<file path="src/rtl/mem_port_arbiter_if.sv">
// ---------------------------------------------------------------------------
// mem_port_arbiter_if
// Bundles the two requester handshakes and the shared memory port of
// mem_port_arbiter.
//   master : arbiter view. It takes requests and memory status, and drives
//            grants, completion, read data and the memory command.
//   slave  : environment view. Requesters drive req/rwb/addr/wdata, and the
//            memory drives mem_wait/mem_rdata.
// Signals (per requester n = 0,1):
//   reqn, rwbn, addrn, wdatan : transaction request, direction, address, data
//   gntn, donen, errn         : grant level, completion pulse, timeout pulse
//   rdata                     : data of the last completed read
//   mem_req/rwb/addr/wdata    : memory command
//   mem_wait, mem_rdata       : memory busy flag and read data
// ---------------------------------------------------------------------------
interface mem_port_arbiter_if #(
    parameter int AW = 14,
    parameter int DW = 16
);
    logic          req0;
    logic          rwb0;
    logic [AW-1:0] addr0;
    logic [DW-1:0] wdata0;
    logic          req1;
    logic          rwb1;
    logic [AW-1:0] addr1;
    logic [DW-1:0] wdata1;
    logic          gnt0;
    logic          gnt1;
    logic          done0;
    logic          done1;
    logic          err0;
    logic          err1;
    logic [DW-1:0] rdata;
    logic          mem_req;
    logic          mem_rwb;
    logic [AW-1:0] mem_addr;
    logic [DW-1:0] mem_wdata;
    logic          mem_wait;
    logic [DW-1:0] mem_rdata;

    modport master (
        input  req0, rwb0, addr0, wdata0,
        input  req1, rwb1, addr1, wdata1,
        input  mem_wait, mem_rdata,
        output gnt0, gnt1, done0, done1, err0, err1, rdata,
        output mem_req, mem_rwb, mem_addr, mem_wdata
    );

    modport slave (
        output req0, rwb0, addr0, wdata0,
        output req1, rwb1, addr1, wdata1,
        output mem_wait, mem_rdata,
        input  gnt0, gnt1, done0, done1, err0, err1, rdata,
        input  mem_req, mem_rwb, mem_addr, mem_wdata
    );
endinterface

</file>
<file path="src/rtl/mem_port_arbiter.sv">
// ---------------------------------------------------------------------------
// mem_port_arbiter
// Shares one memory port between requester 0 (CPU controller) and
// requester 1 (DMA/loader). The arbiter uses round-robin selection and allows
// one transaction in flight at a time. It uses the req/wait memory handshake:
// the memory raises mem_wait when it accepts a command and drops it when the
// data is ready. A phase that stalls for TIMEOUT cycles completes with err.
// Ports:
//   clk   : clock, rising edge
//   reset : asynchronous, active-high; aborts any transaction
//   bus   : mem_port_arbiter_if.master (requester handshakes + memory port)
// All outputs are registered and return to zero on reset.
// ---------------------------------------------------------------------------
module mem_port_arbiter #(
    parameter int AW      = 14,
    parameter int DW      = 16,
    parameter int TIMEOUT = 15,
    parameter int CW      = 4
) (
    input  logic               clk,
    input  logic               reset,
    mem_port_arbiter_if.master bus
);
    localparam logic [2:0] S_IDLE  = 3'd0;
    localparam logic [2:0] S_ISSUE = 3'd1;
    localparam logic [2:0] S_BUSY  = 3'd2;
    localparam logic [2:0] S_DONE  = 3'd3;
    localparam logic [2:0] S_ERR   = 3'd4;

    localparam bit          TO_EN   = (TIMEOUT != 0);
    localparam logic [CW-1:0] TO_LAST = CW'(TIMEOUT - 1);

    logic [2:0]    r_state;
    logic [CW-1:0] r_cnt;
    logic          r_sel;
    logic          r_last;
    logic          r_gnt0;
    logic          r_gnt1;
    logic          r_done0;
    logic          r_done1;
    logic          r_err0;
    logic          r_err1;
    logic [DW-1:0] r_rdata;
    logic          r_mem_req;
    logic          r_mem_rwb;
    logic [AW-1:0] r_mem_addr;
    logic [DW-1:0] r_mem_wdata;

    logic          w_any;
    logic          w_pick;
    logic          w_timeout;
    logic [CW-1:0] w_cnt_inc;

    assign w_any     = bus.req0 | bus.req1;
    // With both requests pending, serve the one that was not served last.
    assign w_pick    = (bus.req0 & bus.req1) ? ~r_last : bus.req1;
    assign w_timeout = TO_EN && (r_cnt == TO_LAST);
    assign w_cnt_inc = (r_cnt == '1) ? r_cnt : r_cnt + 1'b1;

    always_ff @(posedge clk or posedge reset) begin
        if (reset) begin
            r_state     <= S_IDLE;
            r_cnt       <= '0;
            r_sel       <= 1'b0;
            r_last      <= 1'b1;
            r_gnt0      <= 1'b0;
            r_gnt1      <= 1'b0;
            r_done0     <= 1'b0;
            r_done1     <= 1'b0;
            r_err0      <= 1'b0;
            r_err1      <= 1'b0;
            r_rdata     <= '0;
            r_mem_req   <= 1'b0;
            r_mem_rwb   <= 1'b0;
            r_mem_addr  <= '0;
            r_mem_wdata <= '0;
        end else begin
            // done/err are single-cycle pulses by default.
            r_done0 <= 1'b0;
            r_done1 <= 1'b0;
            r_err0  <= 1'b0;
            r_err1  <= 1'b0;
            case (r_state)
                S_IDLE: begin
                    if (w_any) begin
                        r_sel       <= w_pick;
                        r_last      <= w_pick;
                        r_mem_rwb   <= w_pick ? bus.rwb1   : bus.rwb0;
                        r_mem_addr  <= w_pick ? bus.addr1  : bus.addr0;
                        r_mem_wdata <= w_pick ? bus.wdata1 : bus.wdata0;
                        r_gnt0      <= ~w_pick;
                        r_gnt1      <= w_pick;
                        r_mem_req   <= 1'b1;
                        r_cnt       <= '0;
                        r_state     <= S_ISSUE;
                    end
                end
                S_ISSUE: begin
                    if (bus.mem_wait) begin
                        r_mem_req <= 1'b0;
                        r_cnt     <= '0;
                        r_state   <= S_BUSY;
                    end else if (w_timeout) begin
                        // The err/done pulse is raised on entry so it is
                        // visible during ERR. A requester dropping req on
                        // that pulse is then already low by the next IDLE.
                        r_mem_req <= 1'b0;
                        r_gnt0    <= 1'b0;
                        r_gnt1    <= 1'b0;
                        r_done0   <= ~r_sel;
                        r_done1   <= r_sel;
                        r_err0    <= ~r_sel;
                        r_err1    <= r_sel;
                        r_state   <= S_ERR;
                    end else begin
                        r_cnt <= w_cnt_inc;
                    end
                end
                S_BUSY: begin
                    if (!bus.mem_wait) begin
                        if (r_mem_rwb) begin
                            r_rdata <= bus.mem_rdata;
                        end
                        r_done0 <= ~r_sel;
                        r_done1 <= r_sel;
                        r_gnt0  <= 1'b0;
                        r_gnt1  <= 1'b0;
                        r_state <= S_DONE;
                    end else if (w_timeout) begin
                        r_mem_req <= 1'b0;
                        r_gnt0    <= 1'b0;
                        r_gnt1    <= 1'b0;
                        r_done0   <= ~r_sel;
                        r_done1   <= r_sel;
                        r_err0    <= ~r_sel;
                        r_err1    <= r_sel;
                        r_state   <= S_ERR;
                    end else begin
                        r_cnt <= w_cnt_inc;
                    end
                end
                S_DONE: begin
                    r_state <= S_IDLE;
                end
                S_ERR: begin
                    r_mem_req <= 1'b0;
                    r_gnt0    <= 1'b0;
                    r_gnt1    <= 1'b0;
                    r_state   <= S_IDLE;
                end
                default: begin
                    r_state <= S_IDLE;
                end
            endcase
        end
    end

    assign bus.gnt0      = r_gnt0;
    assign bus.gnt1      = r_gnt1;
    assign bus.done0     = r_done0;
    assign bus.done1     = r_done1;
    assign bus.err0      = r_err0;
    assign bus.err1      = r_err1;
    assign bus.rdata     = r_rdata;
    assign bus.mem_req   = r_mem_req;
    assign bus.mem_rwb   = r_mem_rwb;
    assign bus.mem_addr  = r_mem_addr;
    assign bus.mem_wdata = r_mem_wdata;
endmodule

</file>
<file path="src/flat_wrapper.sv">
// flat-port wrapper written by rule: the top's interface ports become plain ports
module mem_port_arbiter_flat 
#(
    parameter int AW      = 14,
    parameter int DW      = 16,
    parameter int TIMEOUT = 15,
    parameter int CW      = 4
)
  (clk, reset, bus_req0, bus_rwb0, bus_addr0, bus_wdata0, bus_req1, bus_rwb1, bus_addr1, bus_wdata1, bus_mem_wait, bus_mem_rdata, bus_gnt0, bus_gnt1, bus_done0, bus_done1, bus_err0, bus_err1, bus_rdata, bus_mem_req, bus_mem_rwb, bus_mem_addr, bus_mem_wdata);
  mem_port_arbiter_if #(.AW(AW), .DW(DW)) bus_i ();
  input  logic clk;
  input  logic reset;
  input wire logic [$bits(bus_i.req0)-1:0] bus_req0;
  input wire logic [$bits(bus_i.rwb0)-1:0] bus_rwb0;
  input wire logic [$bits(bus_i.addr0)-1:0] bus_addr0;
  input wire logic [$bits(bus_i.wdata0)-1:0] bus_wdata0;
  input wire logic [$bits(bus_i.req1)-1:0] bus_req1;
  input wire logic [$bits(bus_i.rwb1)-1:0] bus_rwb1;
  input wire logic [$bits(bus_i.addr1)-1:0] bus_addr1;
  input wire logic [$bits(bus_i.wdata1)-1:0] bus_wdata1;
  input wire logic [$bits(bus_i.mem_wait)-1:0] bus_mem_wait;
  input wire logic [$bits(bus_i.mem_rdata)-1:0] bus_mem_rdata;
  output wire logic [$bits(bus_i.gnt0)-1:0] bus_gnt0;
  output wire logic [$bits(bus_i.gnt1)-1:0] bus_gnt1;
  output wire logic [$bits(bus_i.done0)-1:0] bus_done0;
  output wire logic [$bits(bus_i.done1)-1:0] bus_done1;
  output wire logic [$bits(bus_i.err0)-1:0] bus_err0;
  output wire logic [$bits(bus_i.err1)-1:0] bus_err1;
  output wire logic [$bits(bus_i.rdata)-1:0] bus_rdata;
  output wire logic [$bits(bus_i.mem_req)-1:0] bus_mem_req;
  output wire logic [$bits(bus_i.mem_rwb)-1:0] bus_mem_rwb;
  output wire logic [$bits(bus_i.mem_addr)-1:0] bus_mem_addr;
  output wire logic [$bits(bus_i.mem_wdata)-1:0] bus_mem_wdata;
  assign bus_i.req0 = bus_req0;
  assign bus_i.rwb0 = bus_rwb0;
  assign bus_i.addr0 = bus_addr0;
  assign bus_i.wdata0 = bus_wdata0;
  assign bus_i.req1 = bus_req1;
  assign bus_i.rwb1 = bus_rwb1;
  assign bus_i.addr1 = bus_addr1;
  assign bus_i.wdata1 = bus_wdata1;
  assign bus_i.mem_wait = bus_mem_wait;
  assign bus_i.mem_rdata = bus_mem_rdata;
  assign bus_gnt0 = bus_i.gnt0;
  assign bus_gnt1 = bus_i.gnt1;
  assign bus_done0 = bus_i.done0;
  assign bus_done1 = bus_i.done1;
  assign bus_err0 = bus_i.err0;
  assign bus_err1 = bus_i.err1;
  assign bus_rdata = bus_i.rdata;
  assign bus_mem_req = bus_i.mem_req;
  assign bus_mem_rwb = bus_i.mem_rwb;
  assign bus_mem_addr = bus_i.mem_addr;
  assign bus_mem_wdata = bus_i.mem_wdata;
  mem_port_arbiter #(.AW(AW), .DW(DW), .TIMEOUT(TIMEOUT), .CW(CW)) u_core (.clk(clk), .reset(reset), .bus(bus_i));
endmodule
</file>
<file path="config.mk">
export PLATFORM = sky130hd
export DESIGN_NAME = mem_port_arbiter_flat
export DESIGN_NICKNAME = d
export VERILOG_FILES = /design/src/rtl/mem_port_arbiter_if.sv /design/src/rtl/mem_port_arbiter.sv /design/src/flat_wrapper.sv
export SDC_FILE = /design/constraint.sdc
export NUM_CORES = 1
export LEC_CHECK = 0
export CAP_MARGIN = 20
export CORE_UTILIZATION = 44
export DETAILED_ROUTE_END_ITERATION = 10
export MAX_ROUTING_LAYER = met4
export PLACE_DENSITY = 0.9
export SLEW_MARGIN = 15
export SYNTH_ARGS = -nofsm -noshare
export SYNTH_HDL_FRONTEND = slang
export SYNTH_SLANG_ARGS = --single-unit
</file>
<file path="constraint.sdc">
create_clock -name clk -period 3.4 [get_ports clk]
set_input_delay 0.34 -clock clk [delete_from_list [all_inputs] [get_ports clk]]
set_output_delay 0.34 -clock clk [all_outputs]
set_load 0.1 [all_outputs]
</file>
* Yosys cells after proc, flatten, opt, wreduce, memory -nomap -nowiden
Index checks and enable logic that the tools add are counted.
** Cells by class
- Add/sub/neg operators :: 1
- $mul :: 0
- Divide/modulo/power cells :: 0
- Order comparisons :: 0
- Equal/unequal tests :: 8
- Shifts and indexed selects :: 0
- Muxes and demuxes :: 42
- Bitwise gates (word level) :: 6
- Reduce and logical (&&, ||, !) cells :: 8
** Operators with widths (number)
- $mux W1 :: 22
- $mux W4 :: 5
- $mux W16 :: 1
- $mux W14 :: 1
- $mux W3 :: 4
- $pmux W1 S4 :: 3
- $pmux W4 S3 :: 1
- $reduce_and A3 Y1 :: 4
- $pmux W3 S3 :: 1
- $eq A4 B4 Y1 const B :: 2
- $pmux W1 S2 :: 4
- $add A4 B1 Y4 const B :: 1
- $ne A2 B2 Y1 const B :: 2
- $not A1 Y1 :: 4
- $reduce_bool A4 Y1 :: 1
- $eq A3 B1 Y1 const B :: 1
- $eq A3 B2 Y1 const B :: 1
- $eq A3 B3 Y1 const B :: 1
- $logic_not A3 Y1 :: 1
- $reduce_bool A3 Y1 :: 1
- $ne A2 B1 Y1 const B :: 1
- $reduce_and A2 Y1 :: 1
- $and A1 B1 Y1 :: 1
- $or A1 B1 Y1 :: 1
** Word-level totals
- Bits in registers :: 63
- Bits in latches :: 0
- Memory bits (writable) :: 0
- Memory bits (read-only) :: 0
- Output and inout port bits :: 54
- Memories :: 0

* Longest topological paths before layout
- Depth after elaboration :: 5
- Mapped depth :: 7
- Mapped depth without buffers :: 6

* Least setup slack after synthesis
No wires, ideal clock.
- Kind :: reg2reg
- From :: register u_core.r_mem_rwb (netlist: u_core.bus.mem_rwb)
- To :: register u_core.r_rdata[0] (netlist: u_core.bus.rdata[0])
- Arrival time :: 1.953 ns
- Data required time :: 3.275 ns
- Setup slack :: 1.322 ns
- Cell stages (with the launch flop) :: 4
- Clock period less this slack :: 2.078 ns
- Cells stage by stage :: dfrtp_1 > nor4b_4 > buf_6 > mux2_2
** On the way
- Word-level cells in the longest chain between the ends :: 1
** RTL lines
- from (decl) :: line mem_port_arbiter.sv:45 : logic r_mem_rwb;
- from (signal assigned) :: line mem_port_arbiter.sv:88 : r_mem_rwb <= w_pick ? bus.rwb1 : bus.rwb0;
- $reduce_and A3 Y1 (no line)
- to (signal assigned) :: line mem_port_arbiter.sv:122 : r_rdata <= bus.mem_rdata;
- to (decl) :: line mem_port_arbiter.sv:43 : logic [DW-1:0] r_rdata;
Every way passes these cells.
A chain may end at the register's enable or synchronous reset.

* Worst setup path after layout
- From :: register u_core.r_mem_rwb (netlist: u_core.bus.mem_rwb)
- To :: output port bus_mem_rwb
** RTL lines
- to (decl) :: line flat_wrapper.sv:31 : output wire logic [$bits(bus_i.mem_rwb)-1:0] bus_mem_rwb;
No word-level cell between the ends.

==> summary.md <==
| Metric | Value |
|---|---|
| Status | `finished clean` |
| Ys flop type | `sky130_fd_sc_hd__dfrtp_1` |
| Layout Nets | `483` |
| Worst Path Class, Setup | `register to primary output` |
| Layout area overhead | `54.2%` |
| First-pass GRT wire length | `11.5 mm` |
| Library cell used as clock root buffer | `sky130_fd_sc_hd__clkbuf_8` |
| Net Count, Synth | `350` |
| Clock-pin slew on the worst setup and hold paths | `0.07 ns` |
| Half-perimeter wire length after detailed placement | `5.03 mm` |
| Commonest non-fill, non-tap cell in the layout | `sky130_fd_sc_hd__clkdlybuf4s50_1` |
| Maximum number of pins on one net before global-route repair | `between 40 and 50` |
| Fraction of final layout cells sized beyond drive strength 1 | `0.109` |
| Share of the clock period used by the worst path | `0.652` |
| Ys async rst share | `1.00` |
| Post-synthesis instance total | `265` |
| Sequential fraction of the synthesis area | `0.544` |
| Total congestion overflow after global routing | `0` |
| Vias in the first global route | `roughly 2500` |
| Least setup slack across all paths after layout | `1.18 ns` |
| Yosys reg bits | `63` |
| RSZ-0062 raised after global routing | `false` |
| Antenna Diode Count | `0` |
| First-iteration detailed-routing DRC count | `approximately 180` |
| Routed via count | `around 2400` |
| Worst Path Max Fanout | `3` |
| Synthesis Warnings | `0` |
| Global-route usage over all layers | `0.218` |
| Antenna Nets Post-Route | `0` |
| Setup Skew | `slightly below 0.01 ns` |
| Start of the worst register-to-register path | `u_core.r_state[0]` |
| Fmax | `451 MHz` |
| Setup TNS | `0 ns` |
| Critical path launch point | `u_core.bus.mem_rwb` |
| Dominant delay contributor by cell family on the critical path | `buffers and inverters` |
| Top library cells by usage in the layout, fill and taps aside | `136 x sky130_fd_sc_hd__clkdlybuf4s50_1, 62 x sky130_fd_sc_hd__dfrtp_1, 38 x sky130_fd_sc_hd__nand2_1` |
| Critical path endpoint category | `primary output` |
| Width of the die | `about 83 microns` |
| Number of buffers created by CTS | `9` |
| Critical path cell sequence | `clkdlybuf4s50_1` |
| Post-Route Hold Slack | `approximately 0.31 ns` |
| WL final | `6.75 mm` |
| Count of flip-flops with a built-in enable after synthesis | `0` |
| Initial cell density of the core | `0.457` |
| Worst setup slack after placement | `1.07 ns` |
| Required time at the endpoint of the critical path | `3.06 ns` |
| Fin. Hold Viols | `0` |
| Worst-case register-to-register setup slack | `approximately 1.2 ns` |
| Hold Crit Class | `input port to asynchronous set/reset pin` |
| Critical-path top delay cell | `sky130_fd_sc_hd__clkdlybuf4s50_1` |
| CTS hold repair buffers | `0` |
| Placeable Area | `between 6000 and 7000 sq um` |
| Number of antenna violations at the first check in global routing | `0` |
| Deepest level of the CTS H-tree | `3` |
| Maximum Capacitance Violations | `0` |
| Number of rows created at floorplan | `29` |
| Launching element type of the critical path | `register` |
| Vias per Instance | `around 5` |
| Area of the die | `6920 sq um` |
| Arrival time of the worst setup path | `~1.9 ns` |
| Mapped Area | `slightly below 3000 sq um` |
| Post-CTS Setup Inserts | `0` |
| I/O pin count | `137` |
| Count of final max-slew check failures | `0` |
| Max clock buf depth | `2` |
| Reg2reg path depth | `3` |
| Final setup violation count | `0` |
| Buffer and inverter count on the worst path | `1` |
| Final Wtd Congestion | `0.822` |
| DR pass1 iterations | `4` |
| Remaining max-slew budget at the tightest pin | `0.324` |
| TritonCTS clock tree | `yes` |
| Worst-Margin Slew | `1.01 ns` |
| Port bufs | `136` |
| Total of cells resized after clock tree synthesis | `0` |
| Die height | `83.2 microns` |
| Slowest stage delay, CP | `1.15 ns` |
| CTS sink cnt | `63` |
| Count of unresolved DRC violations after routing | `0` |
| End of the worst register-to-register path | `u_core.bus.rdata[15]` |
| Average instance area after synthesis | `between 10 and 15 sq um` |
| Minimum clock period after layout | `about 2.2 ns` |
| Clock network latency to the later pin of the worst-skew pair | `0.34 ns` |
| Netlist cell types | `42` |
| Average wire length per cell after detail routing | `14.1 microns` |
[synthesized netlist by cell type (2+ instances only)]
| cell type | instances | area, sq um |
|---|---|---|
| sky130_fd_sc_hd__dfrtp_1 | 62 | 1550 |
| sky130_fd_sc_hd__nand2_1 | 38 | 143 |
| sky130_fd_sc_hd__o21ai_0 | 36 | 180 |
| sky130_fd_sc_hd__mux2i_1 | 31 | 310 |
| sky130_fd_sc_hd__mux2_2 | 17 | 191 |
| sky130_fd_sc_hd__buf_2 | 9 | 45.0 |
| sky130_fd_sc_hd__nor2_1 | 9 | 33.8 |
| sky130_fd_sc_hd__nor3_1 | 7 | 35.0 |
| sky130_fd_sc_hd__a21oi_1 | 6 | 30.0 |
| sky130_fd_sc_hd__clkbuf_1 | 5 | 18.8 |
| sky130_fd_sc_hd__inv_1 | 5 | 18.8 |
| sky130_fd_sc_hd__and3_1 | 3 | 18.8 |
| sky130_fd_sc_hd__nor2b_1 | 3 | 18.8 |
| sky130_fd_sc_hd__a211oi_1 | 2 | 15.0 |
| sky130_fd_sc_hd__a31oi_1 | 2 | 12.5 |
| sky130_fd_sc_hd__ha_1 | 2 | 25.0 |
| sky130_fd_sc_hd__nand3_1 | 2 | 10.0 |
| sky130_fd_sc_hd__o32ai_1 | 2 | 17.5 |
[kinds of logic after synthesis]
kind of cell	synth area share
flip-flops	0.544
multiplexers	0.173
AND/OR/NAND/NOR	0.116
XOR/XNOR	0.00302
buffers and inverters	0.0375
AO/OA/AOI/OAI	0.118
adder cells (fa/ha/maj)	0.00862
[sequential cells by signal (all words and copies together) (netlist names), 3 cells and up]
signal	cells
u_core.bus.mem_addr	14
u_core.bus.mem_wdata	16
u_core.r_cnt	4
u_core.bus.rdata	16
u_core.r_state	3
[worst max-delay path by stage]
| stage | endpoint | slack (ns) | cells after the start |
|---|---|---|---|
| floorplan | u_core.bus.rdata[0] | 1.32 | 3 |
| global placement | u_core.bus.rdata[9] | 1.11 | 3 |
| detailed placement | u_core.bus.rdata[15] | 1.07 | 3 |
| CTS | bus_mem_rwb | 1.17 | 1 |
| global route | u_core.bus.rdata[14] | 1.12 | 3 |
| finish | bus_mem_rwb | 1.18 | 1 |
[final cells by class]
class / count / area (sq um)
clock buffers: 11 / 131
clock inverters: 5 / 25.0
fillers: 470 / 1880
well taps: 77 / 96.3
inverters: 6 / 22.5
multi-input cells: 179 / 1240
flip-flops and latches: 63 / 1580
repair buffers: 139 / 1380
[per-stage QoR]
step            util  area [sq um]  instances
6_report       0.705          4470        480
5_1_grt        0.705          4470        480
4_1_cts        0.705          4470        480
3_5_place_dp   0.680          4320        464
3_3_place_gp   0.680          4320        464
2_1_floorplan      -          2900        265
[layer usage]
layer / track usage / routed length, microns / vias to the layer above
met1: 0.246 / 2760 / 1095
met3: 0.0646 / 468 / 22
met4: 0.116 / 236 / 0
li1: - / - / 1195
met2: 0.350 / 3280 / 101
met5: - / 0 / -
Power is left out: the tool's default activity adds up to more than one toggle a clock period on the data nets, which glitch-free logic cannot reach.
